$ cat src/rtl/idu_pkg.sv
// Shared types for the ysyx_22050612 instruction-decode stage: operation and
// format enums, RV64 opcode constants and the decoded-packet layout.
package idu_pkg;

    localparam int OP_W  = 7;
    localparam int IMM_W = 64;

    typedef enum logic [OP_W-1:0] {
        OP_ILLEGAL,
        OP_LUI, OP_AUIPC, OP_JAL, OP_JALR,
        OP_BEQ, OP_BNE, OP_BLT, OP_BGE, OP_BLTU, OP_BGEU,
        OP_LB, OP_LH, OP_LW, OP_LD, OP_LBU, OP_LHU, OP_LWU,
        OP_SB, OP_SH, OP_SW, OP_SD,
        OP_ADDI, OP_SLTI, OP_SLTIU, OP_XORI, OP_ORI, OP_ANDI,
        OP_SLLI, OP_SRLI, OP_SRAI,
        OP_ADD, OP_SUB, OP_SLL, OP_SLT, OP_SLTU, OP_XOR, OP_SRL, OP_SRA, OP_OR, OP_AND,
        OP_ADDIW, OP_SLLIW, OP_SRLIW, OP_SRAIW,
        OP_ADDW, OP_SUBW, OP_SLLW, OP_SRLW, OP_SRAW,
        OP_ECALL, OP_EBREAK,
        OP_MUL, OP_MULH, OP_MULHSU, OP_MULHU, OP_DIV, OP_DIVU, OP_REM, OP_REMU,
        OP_MULW, OP_DIVW, OP_DIVUW, OP_REMW, OP_REMUW
    } op_e;

    typedef enum logic [2:0] {
        FMT_R, FMT_I, FMT_S, FMT_B, FMT_U, FMT_J
    } fmt_e;

    localparam logic [6:0] OPC_LUI       = 7'b0110111;
    localparam logic [6:0] OPC_AUIPC     = 7'b0010111;
    localparam logic [6:0] OPC_JAL       = 7'b1101111;
    localparam logic [6:0] OPC_JALR      = 7'b1100111;
    localparam logic [6:0] OPC_BRANCH    = 7'b1100011;
    localparam logic [6:0] OPC_LOAD      = 7'b0000011;
    localparam logic [6:0] OPC_STORE     = 7'b0100011;
    localparam logic [6:0] OPC_OP_IMM    = 7'b0010011;
    localparam logic [6:0] OPC_OP_IMM_32 = 7'b0011011;
    localparam logic [6:0] OPC_OP        = 7'b0110011;
    localparam logic [6:0] OPC_OP_32     = 7'b0111011;
    localparam logic [6:0] OPC_SYSTEM    = 7'b1110011;

    localparam logic [31:0] INST_ECALL  = 32'h0000_0073;
    localparam logic [31:0] INST_EBREAK = 32'h0010_0073;

    typedef struct packed {
        op_e              op;
        fmt_e             fmt;
        logic [4:0]       rd;
        logic [4:0]       rs1;
        logic [4:0]       rs2;
        logic [IMM_W-1:0] imm;
        logic [5:0]       shamt;
        logic             word;
        logic             illegal;
        logic             ebreak;
    } idu_pkt_t;

endpackage

$ cat src/rtl/ysyx_22050612_idu_dec.sv
// Combinational RV64I decoder: raw instruction -> decoded packet.
// Define YSYX_22050612_IDU_MEXT_EN to also decode the RV64M set.
module ysyx_22050612_idu_dec
    import idu_pkg::*;
#(
    parameter int XLEN = 64
) (
    input  logic [31:0] inst,
    output idu_pkt_t    pkt
);

    logic [6:0]  opc;
    logic [2:0]  f3;
    logic [6:0]  f7;
    logic        rv64;
    logic        shamt_ok;
    op_e         op;
    fmt_e        fmt;
    logic        word;
    logic [5:0]  shamt;
    logic [63:0] imm_i, imm_s, imm_b, imm_u, imm_j;

    assign opc      = inst[6:0];
    assign f3       = inst[14:12];
    assign f7       = inst[31:25];
    assign rv64     = (XLEN == 64);
    assign shamt_ok = rv64 || !inst[25];

    assign imm_i = {{52{inst[31]}}, inst[31:20]};
    assign imm_s = {{52{inst[31]}}, inst[31:25], inst[11:7]};
    assign imm_b = {{51{inst[31]}}, inst[31], inst[7], inst[30:25], inst[11:8], 1'b0};
    assign imm_u = {{32{inst[31]}}, inst[31:12], 12'b0};
    assign imm_j = {{43{inst[31]}}, inst[31], inst[19:12], inst[20], inst[30:21], 1'b0};

    always_comb begin
        op    = OP_ILLEGAL;
        fmt   = FMT_R;
        word  = 1'b0;
        shamt = 6'd0;
        case (opc)
            OPC_LUI:   begin op = OP_LUI;   fmt = FMT_U; end
            OPC_AUIPC: begin op = OP_AUIPC; fmt = FMT_U; end
            OPC_JAL:   begin op = OP_JAL;   fmt = FMT_J; end
            OPC_JALR: begin
                fmt = FMT_I;
                if (f3 == 3'b000) op = OP_JALR;
            end
            OPC_BRANCH: begin
                fmt = FMT_B;
                case (f3)
                    3'b000:  op = OP_BEQ;
                    3'b001:  op = OP_BNE;
                    3'b100:  op = OP_BLT;
                    3'b101:  op = OP_BGE;
                    3'b110:  op = OP_BLTU;
                    3'b111:  op = OP_BGEU;
                    default: op = OP_ILLEGAL;
                endcase
            end
            OPC_LOAD: begin
                fmt = FMT_I;
                case (f3)
                    3'b000:  op = OP_LB;
                    3'b001:  op = OP_LH;
                    3'b010:  op = OP_LW;
                    3'b011:  op = rv64 ? OP_LD : OP_ILLEGAL;
                    3'b100:  op = OP_LBU;
                    3'b101:  op = OP_LHU;
                    3'b110:  op = rv64 ? OP_LWU : OP_ILLEGAL;
                    default: op = OP_ILLEGAL;
                endcase
            end
            OPC_STORE: begin
                fmt = FMT_S;
                case (f3)
                    3'b000:  op = OP_SB;
                    3'b001:  op = OP_SH;
                    3'b010:  op = OP_SW;
                    3'b011:  op = rv64 ? OP_SD : OP_ILLEGAL;
                    default: op = OP_ILLEGAL;
                endcase
            end
            OPC_OP_IMM: begin
                fmt = FMT_I;
                case (f3)
                    3'b000: op = OP_ADDI;
                    3'b010: op = OP_SLTI;
                    3'b011: op = OP_SLTIU;
                    3'b100: op = OP_XORI;
                    3'b110: op = OP_ORI;
                    3'b111: op = OP_ANDI;
                    3'b001: begin
                        shamt = inst[25:20];
                        if (inst[31:26] == 6'b000000 && shamt_ok) op = OP_SLLI;
                    end
                    default: begin
                        shamt = inst[25:20];
                        if (shamt_ok && inst[31:26] == 6'b000000) op = OP_SRLI;
                        else if (shamt_ok && inst[31:26] == 6'b010000) op = OP_SRAI;
                    end
                endcase
            end
            OPC_OP_IMM_32: begin
                fmt  = FMT_I;
                word = 1'b1;
                if (rv64) begin
                    shamt = {1'b0, inst[24:20]};
                    case (f3)
                        3'b000:  op = OP_ADDIW;
                        3'b001:  op = (f7 == 7'b0000000) ? OP_SLLIW : OP_ILLEGAL;
                        3'b101: begin
                            if (f7 == 7'b0000000)      op = OP_SRLIW;
                            else if (f7 == 7'b0100000) op = OP_SRAIW;
                        end
                        default: op = OP_ILLEGAL;
                    endcase
                end
            end
            OPC_OP: begin
                fmt = FMT_R;
                case (f7)
                    7'b0000000: begin
                        case (f3)
                            3'b000:  op = OP_ADD;
                            3'b001:  op = OP_SLL;
                            3'b010:  op = OP_SLT;
                            3'b011:  op = OP_SLTU;
                            3'b100:  op = OP_XOR;
                            3'b101:  op = OP_SRL;
                            3'b110:  op = OP_OR;
                            default: op = OP_AND;
                        endcase
                    end
                    7'b0100000: begin
                        if (f3 == 3'b000)      op = OP_SUB;
                        else if (f3 == 3'b101) op = OP_SRA;
                    end
                    7'b0000001: begin
`ifdef YSYX_22050612_IDU_MEXT_EN
                        case (f3)
                            3'b000:  op = OP_MUL;
                            3'b001:  op = OP_MULH;
                            3'b010:  op = OP_MULHSU;
                            3'b011:  op = OP_MULHU;
                            3'b100:  op = OP_DIV;
                            3'b101:  op = OP_DIVU;
                            3'b110:  op = OP_REM;
                            default: op = OP_REMU;
                        endcase
`else
                        op = OP_ILLEGAL;
`endif
                    end
                    default: op = OP_ILLEGAL;
                endcase
            end
            OPC_OP_32: begin
                fmt  = FMT_R;
                word = 1'b1;
                if (rv64) begin
                    case (f7)
                        7'b0000000: begin
                            if (f3 == 3'b000)      op = OP_ADDW;
                            else if (f3 == 3'b001) op = OP_SLLW;
                            else if (f3 == 3'b101) op = OP_SRLW;
                        end
                        7'b0100000: begin
                            if (f3 == 3'b000)      op = OP_SUBW;
                            else if (f3 == 3'b101) op = OP_SRAW;
                        end
                        7'b0000001: begin
`ifdef YSYX_22050612_IDU_MEXT_EN
                            case (f3)
                                3'b000:  op = OP_MULW;
                                3'b100:  op = OP_DIVW;
                                3'b101:  op = OP_DIVUW;
                                3'b110:  op = OP_REMW;
                                3'b111:  op = OP_REMUW;
                                default: op = OP_ILLEGAL;
                            endcase
`else
                            op = OP_ILLEGAL;
`endif
                        end
                        default: op = OP_ILLEGAL;
                    endcase
                end
            end
            OPC_SYSTEM: begin
                fmt = FMT_I;
                if (inst == INST_ECALL)       op = OP_ECALL;
                else if (inst == INST_EBREAK) op = OP_EBREAK;
            end
            default: op = OP_ILLEGAL;
        endcase
    end

    // Illegal encodings carry only the op/illegal flags; every other field reads zero.
    always_comb begin
        pkt         = '0;
        pkt.op      = op;
        pkt.illegal = (op == OP_ILLEGAL);
        pkt.ebreak  = (op == OP_EBREAK);
        if (op != OP_ILLEGAL) begin
            pkt.fmt   = fmt;
            pkt.word  = word;
            pkt.shamt = shamt;
            case (fmt)
                FMT_R: begin
                    pkt.rd  = inst[11:7];
                    pkt.rs1 = inst[19:15];
                    pkt.rs2 = inst[24:20];
                end
                FMT_I: begin
                    pkt.rd  = inst[11:7];
                    pkt.rs1 = inst[19:15];
                    pkt.imm = imm_i;
                end
                FMT_S: begin
                    pkt.rs1 = inst[19:15];
                    pkt.rs2 = inst[24:20];
                    pkt.imm = imm_s;
                end
                FMT_B: begin
                    pkt.rs1 = inst[19:15];
                    pkt.rs2 = inst[24:20];
                    pkt.imm = imm_b;
                end
                FMT_U: begin
                    pkt.rd  = inst[11:7];
                    pkt.imm = imm_u;
                end
                default: begin
                    pkt.rd  = inst[11:7];
                    pkt.imm = imm_j;
                end
            endcase
        end
    end

endmodule

$ cat src/rtl/ysyx_22050612_idu_stage.sv
// Decode stage: wraps the combinational decoder with a registered output (M)
// and a one-entry skid buffer (S) so in_ready never depends on out_ready.
module ysyx_22050612_idu_stage
    import idu_pkg::*;
#(
    parameter int XLEN = 64,
    parameter int PC_W = 64
) (
    input  logic            clk,
    input  logic            rst,
    input  logic            flush,
    input  logic            in_valid,
    output logic            in_ready,
    input  logic [31:0]     in_inst,
    input  logic [PC_W-1:0] in_pc,
    output logic            out_valid,
    input  logic            out_ready,
    output logic [PC_W-1:0] out_pc,
    output op_e             out_op,
    output fmt_e            out_fmt,
    output logic [4:0]      out_rd,
    output logic [4:0]      out_rs1,
    output logic [4:0]      out_rs2,
    output logic [XLEN-1:0] out_imm,
    output logic [5:0]      out_shamt,
    output logic            out_word,
    output logic            out_illegal,
    output logic            out_ebreak
);

    idu_pkt_t        dec_pkt;
    idu_pkt_t        m_pkt;
    idu_pkt_t        s_pkt;
    logic [PC_W-1:0] m_pc;
    logic [PC_W-1:0] s_pc;
    logic            m_valid;
    logic            s_valid;
    logic            accept;
    logic            m_free;

    ysyx_22050612_idu_dec #(
        .XLEN (XLEN)
    ) u_dec (
        .inst (in_inst),
        .pkt  (dec_pkt)
    );

    assign in_ready = !s_valid;
    assign accept   = in_valid && in_ready && !flush;
    assign m_free   = !m_valid || out_ready;

    // S only fills while M is stalled, so it is always older than any new input.
    always_ff @(posedge clk) begin
        if (rst) begin
            m_valid <= 1'b0;
            s_valid <= 1'b0;
            m_pkt   <= '0;
            s_pkt   <= '0;
            m_pc    <= '0;
            s_pc    <= '0;
        end else if (flush) begin
            m_valid <= 1'b0;
            s_valid <= 1'b0;
        end else if (m_free) begin
            if (s_valid) begin
                m_pkt   <= s_pkt;
                m_pc    <= s_pc;
                m_valid <= 1'b1;
                s_valid <= 1'b0;
            end else if (accept) begin
                m_pkt   <= dec_pkt;
                m_pc    <= in_pc;
                m_valid <= 1'b1;
            end else begin
                m_valid <= 1'b0;
            end
        end else if (accept) begin
            s_pkt   <= dec_pkt;
            s_pc    <= in_pc;
            s_valid <= 1'b1;
        end
    end

    assign out_valid   = m_valid;
    assign out_pc      = m_pc;
    assign out_op      = m_pkt.op;
    assign out_fmt     = m_pkt.fmt;
    assign out_rd      = m_pkt.rd;
    assign out_rs1     = m_pkt.rs1;
    assign out_rs2     = m_pkt.rs2;
    assign out_imm     = m_pkt.imm[XLEN-1:0];
    assign out_shamt   = m_pkt.shamt;
    assign out_word    = m_pkt.word;
    assign out_illegal = m_pkt.illegal;
    assign out_ebreak  = m_pkt.ebreak;

endmodule

$ cat config.mk
export PLATFORM = sky130hd
export DESIGN_NAME = ysyx_22050612_idu_stage
export DESIGN_NICKNAME = d
export VERILOG_FILES = /design/src/rtl/idu_pkg.sv /design/src/rtl/ysyx_22050612_idu_dec.sv /design/src/rtl/ysyx_22050612_idu_stage.sv
export SDC_FILE = /design/constraint.sdc
export NUM_CORES = 1
export LEC_CHECK = 0
export CORE_UTILIZATION = 55
export DETAILED_ROUTE_END_ITERATION = 16
export PLACE_DENSITY = 0.86
export SKIP_CTS_REPAIR_TIMING = 1
export SLEW_MARGIN = 10
export SYNTH_ARGS = -nofsm -noshare
export SYNTH_HDL_FRONTEND = slang
export SYNTH_SLANG_ARGS = --single-unit
$ cat constraint.sdc
create_clock -name clk -period 8 [get_ports clk]
set_clock_uncertainty 0.2 [all_clocks]
set_input_delay 2 -clock clk [delete_from_list [all_inputs] [get_ports clk]]
set_output_delay 2 -clock clk [all_outputs]
set_load 0.005 [all_outputs]
==> results.sh <==
export IMPL_vias=11500
export IMPL_fp_dieArea_um2=22100
export IMPL_fin_tns_setup_ns=0
export IMPL_r2r_slack_ns=3.80
export IMPL_final_cell_mix="clkdlybuf4s50_1 (262), dfxtp_1 (259), nand2_1 (240)"
export IMPL_cts_root_buf="clkbuf_16"
export IMPL_start_util_pct=56.2
export IMPL_hold_viol=0
export IMPL_core_area_um2=21100
export IMPL_cts_made_buffers=27
export IMPL_first_pass_iters=6
export IMPL_min_from="out_op[4]"
export IMPL_rr_endpoint="out_imm[12]"
export IMPL_layout_commonest_cell="clkdlybuf4s50_1"
export IMPL_required_ns=8.16
export IMPL_rows=53
export IMPL_critPathKind="input port to flip-flop"
export IMPL_cp_slowest_stage_delay_ns=0.81
export IMPL_syn_area_um2=11900
export IMPL_syn_num_nets=1539
export IMPL_min_to="out_op[4]"
export IMPL_ios=265
export IMPL_drive_gt1_share_pct=5.03
export IMPL_nets=1673
export IMPL_routedWlPerCell_um=19.4
export IMPL_met3_usage_pct=4.68
export IMPL_vias_per_cell=6.15
export IMPL_ys_seq_elements=260
export IMPL_worstMarginPinSlew_ns=1.14
export IMPL_netlist_area_leader_share_pct=43.9
export IMPL_overflow=0
export IMPL_r2r_start="s_valid"
export IMPL_power_leakage_uw=0.00510
export IMPL_run_status="finished, final reports clean"
export IMPL_cts_sinks=260
export IMPL_rsz0062_at_grt="false"
export IMPL_whs_ns=0.251
export IMPL_maxSlewViolCount=0
export IMPL_grt_util_all_layers_pct=31.5
export IMPL_cts_max_level=1
export IMPL_crit_buf_inv=1
export IMPL_grt_pass1_wl_mm=56.4
export IMPL_cts_clk_slew_worst_paths_ns=0.06
export IMPL_synth_area_leaders="dfxtp_1 (44%), nand2_1 (7.6%), a21oi_1 (7.5%)"
export IMPL_critPathCaptureType="flip-flop"
export IMPL_antenna_left=0
export IMPL_grt_util_met2_pct=51.1
export IMPL_drt_iter0_drc=978
export IMPL_synth_ff_type="dfxtp_1"
export IMPL_crit_family="simple AND/OR/NAND/NOR gates"
export IMPL_drcViolationCount=0
export IMPL_cpMostUsedCell="o22ai_1"
export IMPL_cpMaxStageDelayCell="or4_4"
export IMPL_min_period_ns=6.08
export IMPL_synth_top_cell_by_area="dfxtp_1"
export IMPL_critPathLaunchType="input port"
export IMPL_final_core_util_pct=71.4
export IMPL_ys_types=70
export IMPL_crit_fanout=51
export IMPL_port_buffers=263
export IMPL_min_path_cells=2
export IMPL_syn_inst=1438
export IMPL_fill_cells=1621
export IMPL_arrival_ns=6.24
export IMPL_die_x_um=149
export IMPL_setup_viol=0
export IMPL_totalWireLength_mm=36.3
export IMPL_fmax_mhz=164
export IMPL_grt_antenna_before_repair=2
export IMPL_ys_seq_area_share_pct=43.9
export IMPL_total_power_uw=2970
export IMPL_met1_usage_pct=41.7
export IMPL_ir_drop_mv=0.154
export IMPL_grt_max_degree=126
export IMPL_rr_worst_depth=6
export IMPL_relSlewSlack_pct=24.2
export IMPL_place_hpwl_mm=23.0
export IMPL_cap_violations=0
export IMPL_worstSkewPairLatency_ns=0.52
export IMPL_top_usage_layer="met2"
export IMPL_hp_class="flip-flop to flip-flop"
export IMPL_path_cells="clkdlybuf4s50_1, and4bb_4, nand3b_2, o22ai_1, o2bb2ai_1, or4b_4, or4_4, nor2_1, o22ai_1"
export IMPL_p_per_area_nw_per_um2=197
export IMPL_synth_edff_count=0
export IMPL_cts_tree="yes"
export IMPL_post_synth_cell_area_avg_um2=8.24
export IMPL_yosys_warnings=0
export IMPL_syn2layout_area_growth_pct=27.1
export IMPL_post_route_period_util_pct=76.0
export IMPL_grt_pass1_vias=10500
export IMPL_die_y_um=149
export IMPL_clock_path_buffers=3
export IMPL_gp_congestion=0.941
export IMPL_async_flop_share_pct=0
==> state kept, by name, indices dropped and copies added (netlist names) <==
signal / cells
s_pc: 64
out_valid: 1
s_valid: 1
s_pkt: 65
out_op: 6
out_word: 1
out_rs1: 5
out_shamt: 6
out_rd: 5
out_imm: 32
out_illegal: 1
out_rs2: 5
out_pc: 64
out_fmt: 3
out_ebreak: 1
==> cell families after synthesis <==
family          count (synthesis)  share of synthesized area [%]
mux                            71                           6.01
fa+ha+maj                       1                         0.0845
buf+inv                       175                           7.05
flops                         260                           43.9
other cells                     1                         0.0316
compound gates                463                           25.1
simple gates                  463                           17.5
xor+xnor                        4                          0.296
==> metal layers <==
layer	up-vias	share of wire, %
li1	5431	-
met1	5385	41
met2	569	47
met3	102	8.1
met4	0	4.0
met5	-	0
==> cell usage after synthesis, types with 3 or more instances <==
library cell    n
dfxtp_1       260
nand2_1       240
a21oi_1       178
clkbuf_1      110
nor2_1        105
mux2i_1        70
a211oi_1       67
o21ai_0        60
o2111ai_1      41
buf_4          34
a32o_1         25
and3_1         23
o22ai_1        21
nor3_1         20
buf_2          17
a31oi_1        16
nand3_1        13
o31ai_1        13
a21o_1         11
nand2b_1        9
nor4_1          9
o211ai_1        9
and2_1          5
inv_1           5
nor2b_1         5
buf_1           4
buf_6           4
nand4_1         4
or2_2           4
a2111oi_0       3
nor3b_1         3
==> report_power, final <==
part / leakage, uW / total [uW] / internal [uW] / switching (uW)
Combinational: 0.00253 / 313 / 146 / 166
Clock: 0.000451 / 1300 / 785 / 517
Sequential: 0.00211 / 1350 / 1330 / 20.4
Total: 0.00510 / 2970 / 2260 / 703
==> per-stage QoR <==
| step | worst slack (ns) | cells | cell area (um^2) |
|---|---|---|---|
| 2_1_floorplan | 3.19 | 1438 | 11900 |
| 3_3_place_gp | 1.55 | 1818 | 14100 |
| 3_5_place_dp | 1.53 | 1818 | 14100 |
| 4_1_cts | 2.01 | 1866 | 15100 |
| 5_1_grt | 1.70 | 1868 | 15100 |
| 6_report | 1.92 | 1868 | 15100 |
==> worst max path at each step <==
stage | to | depth (start not counted) | startpoint | slack [ns]
final | out_imm[22] | 9 | in_inst[3] | 1.92
after global routing | out_imm[24] | 9 | in_inst[3] | 1.70
after CTS | out_imm[24] | 9 | in_inst[3] | 2.01
after detailed placement | out_imm[27] | 9 | in_inst[3] | 1.53
after global placement | out_imm[26] | 9 | in_inst[3] | 1.55
after floorplan | s_pkt[73] | 12 | in_inst[25] | 3.19
==> final cells by class <==
type / count / area (um^2) / share of cell area (%)
diodes: 2 / 5.00 / 0.0332
clock buffers: 35 / 746 / 4.95
clock inverters: 13 / 174 / 1.15
inverters: 6 / 22.5 / 0.150
multi-input cells: 1003 / 5850 / 38.8
flip-flops and latches: 260 / 5210 / 34.6
well taps: 275 / 344 / 2.28
repair buffers: 274 / 2720 / 18.0
==> worst register-to-register path: stages (launching register included) <==
cell and delay, ns:
dfxtp_4 1.06, nor2_1 0.25, nor3_2 0.20, buf_4 0.63
buf_4 0.96, o2111ai_1 0.53, o22ai_1 0.29
Power figures use the tool's default switching activity.
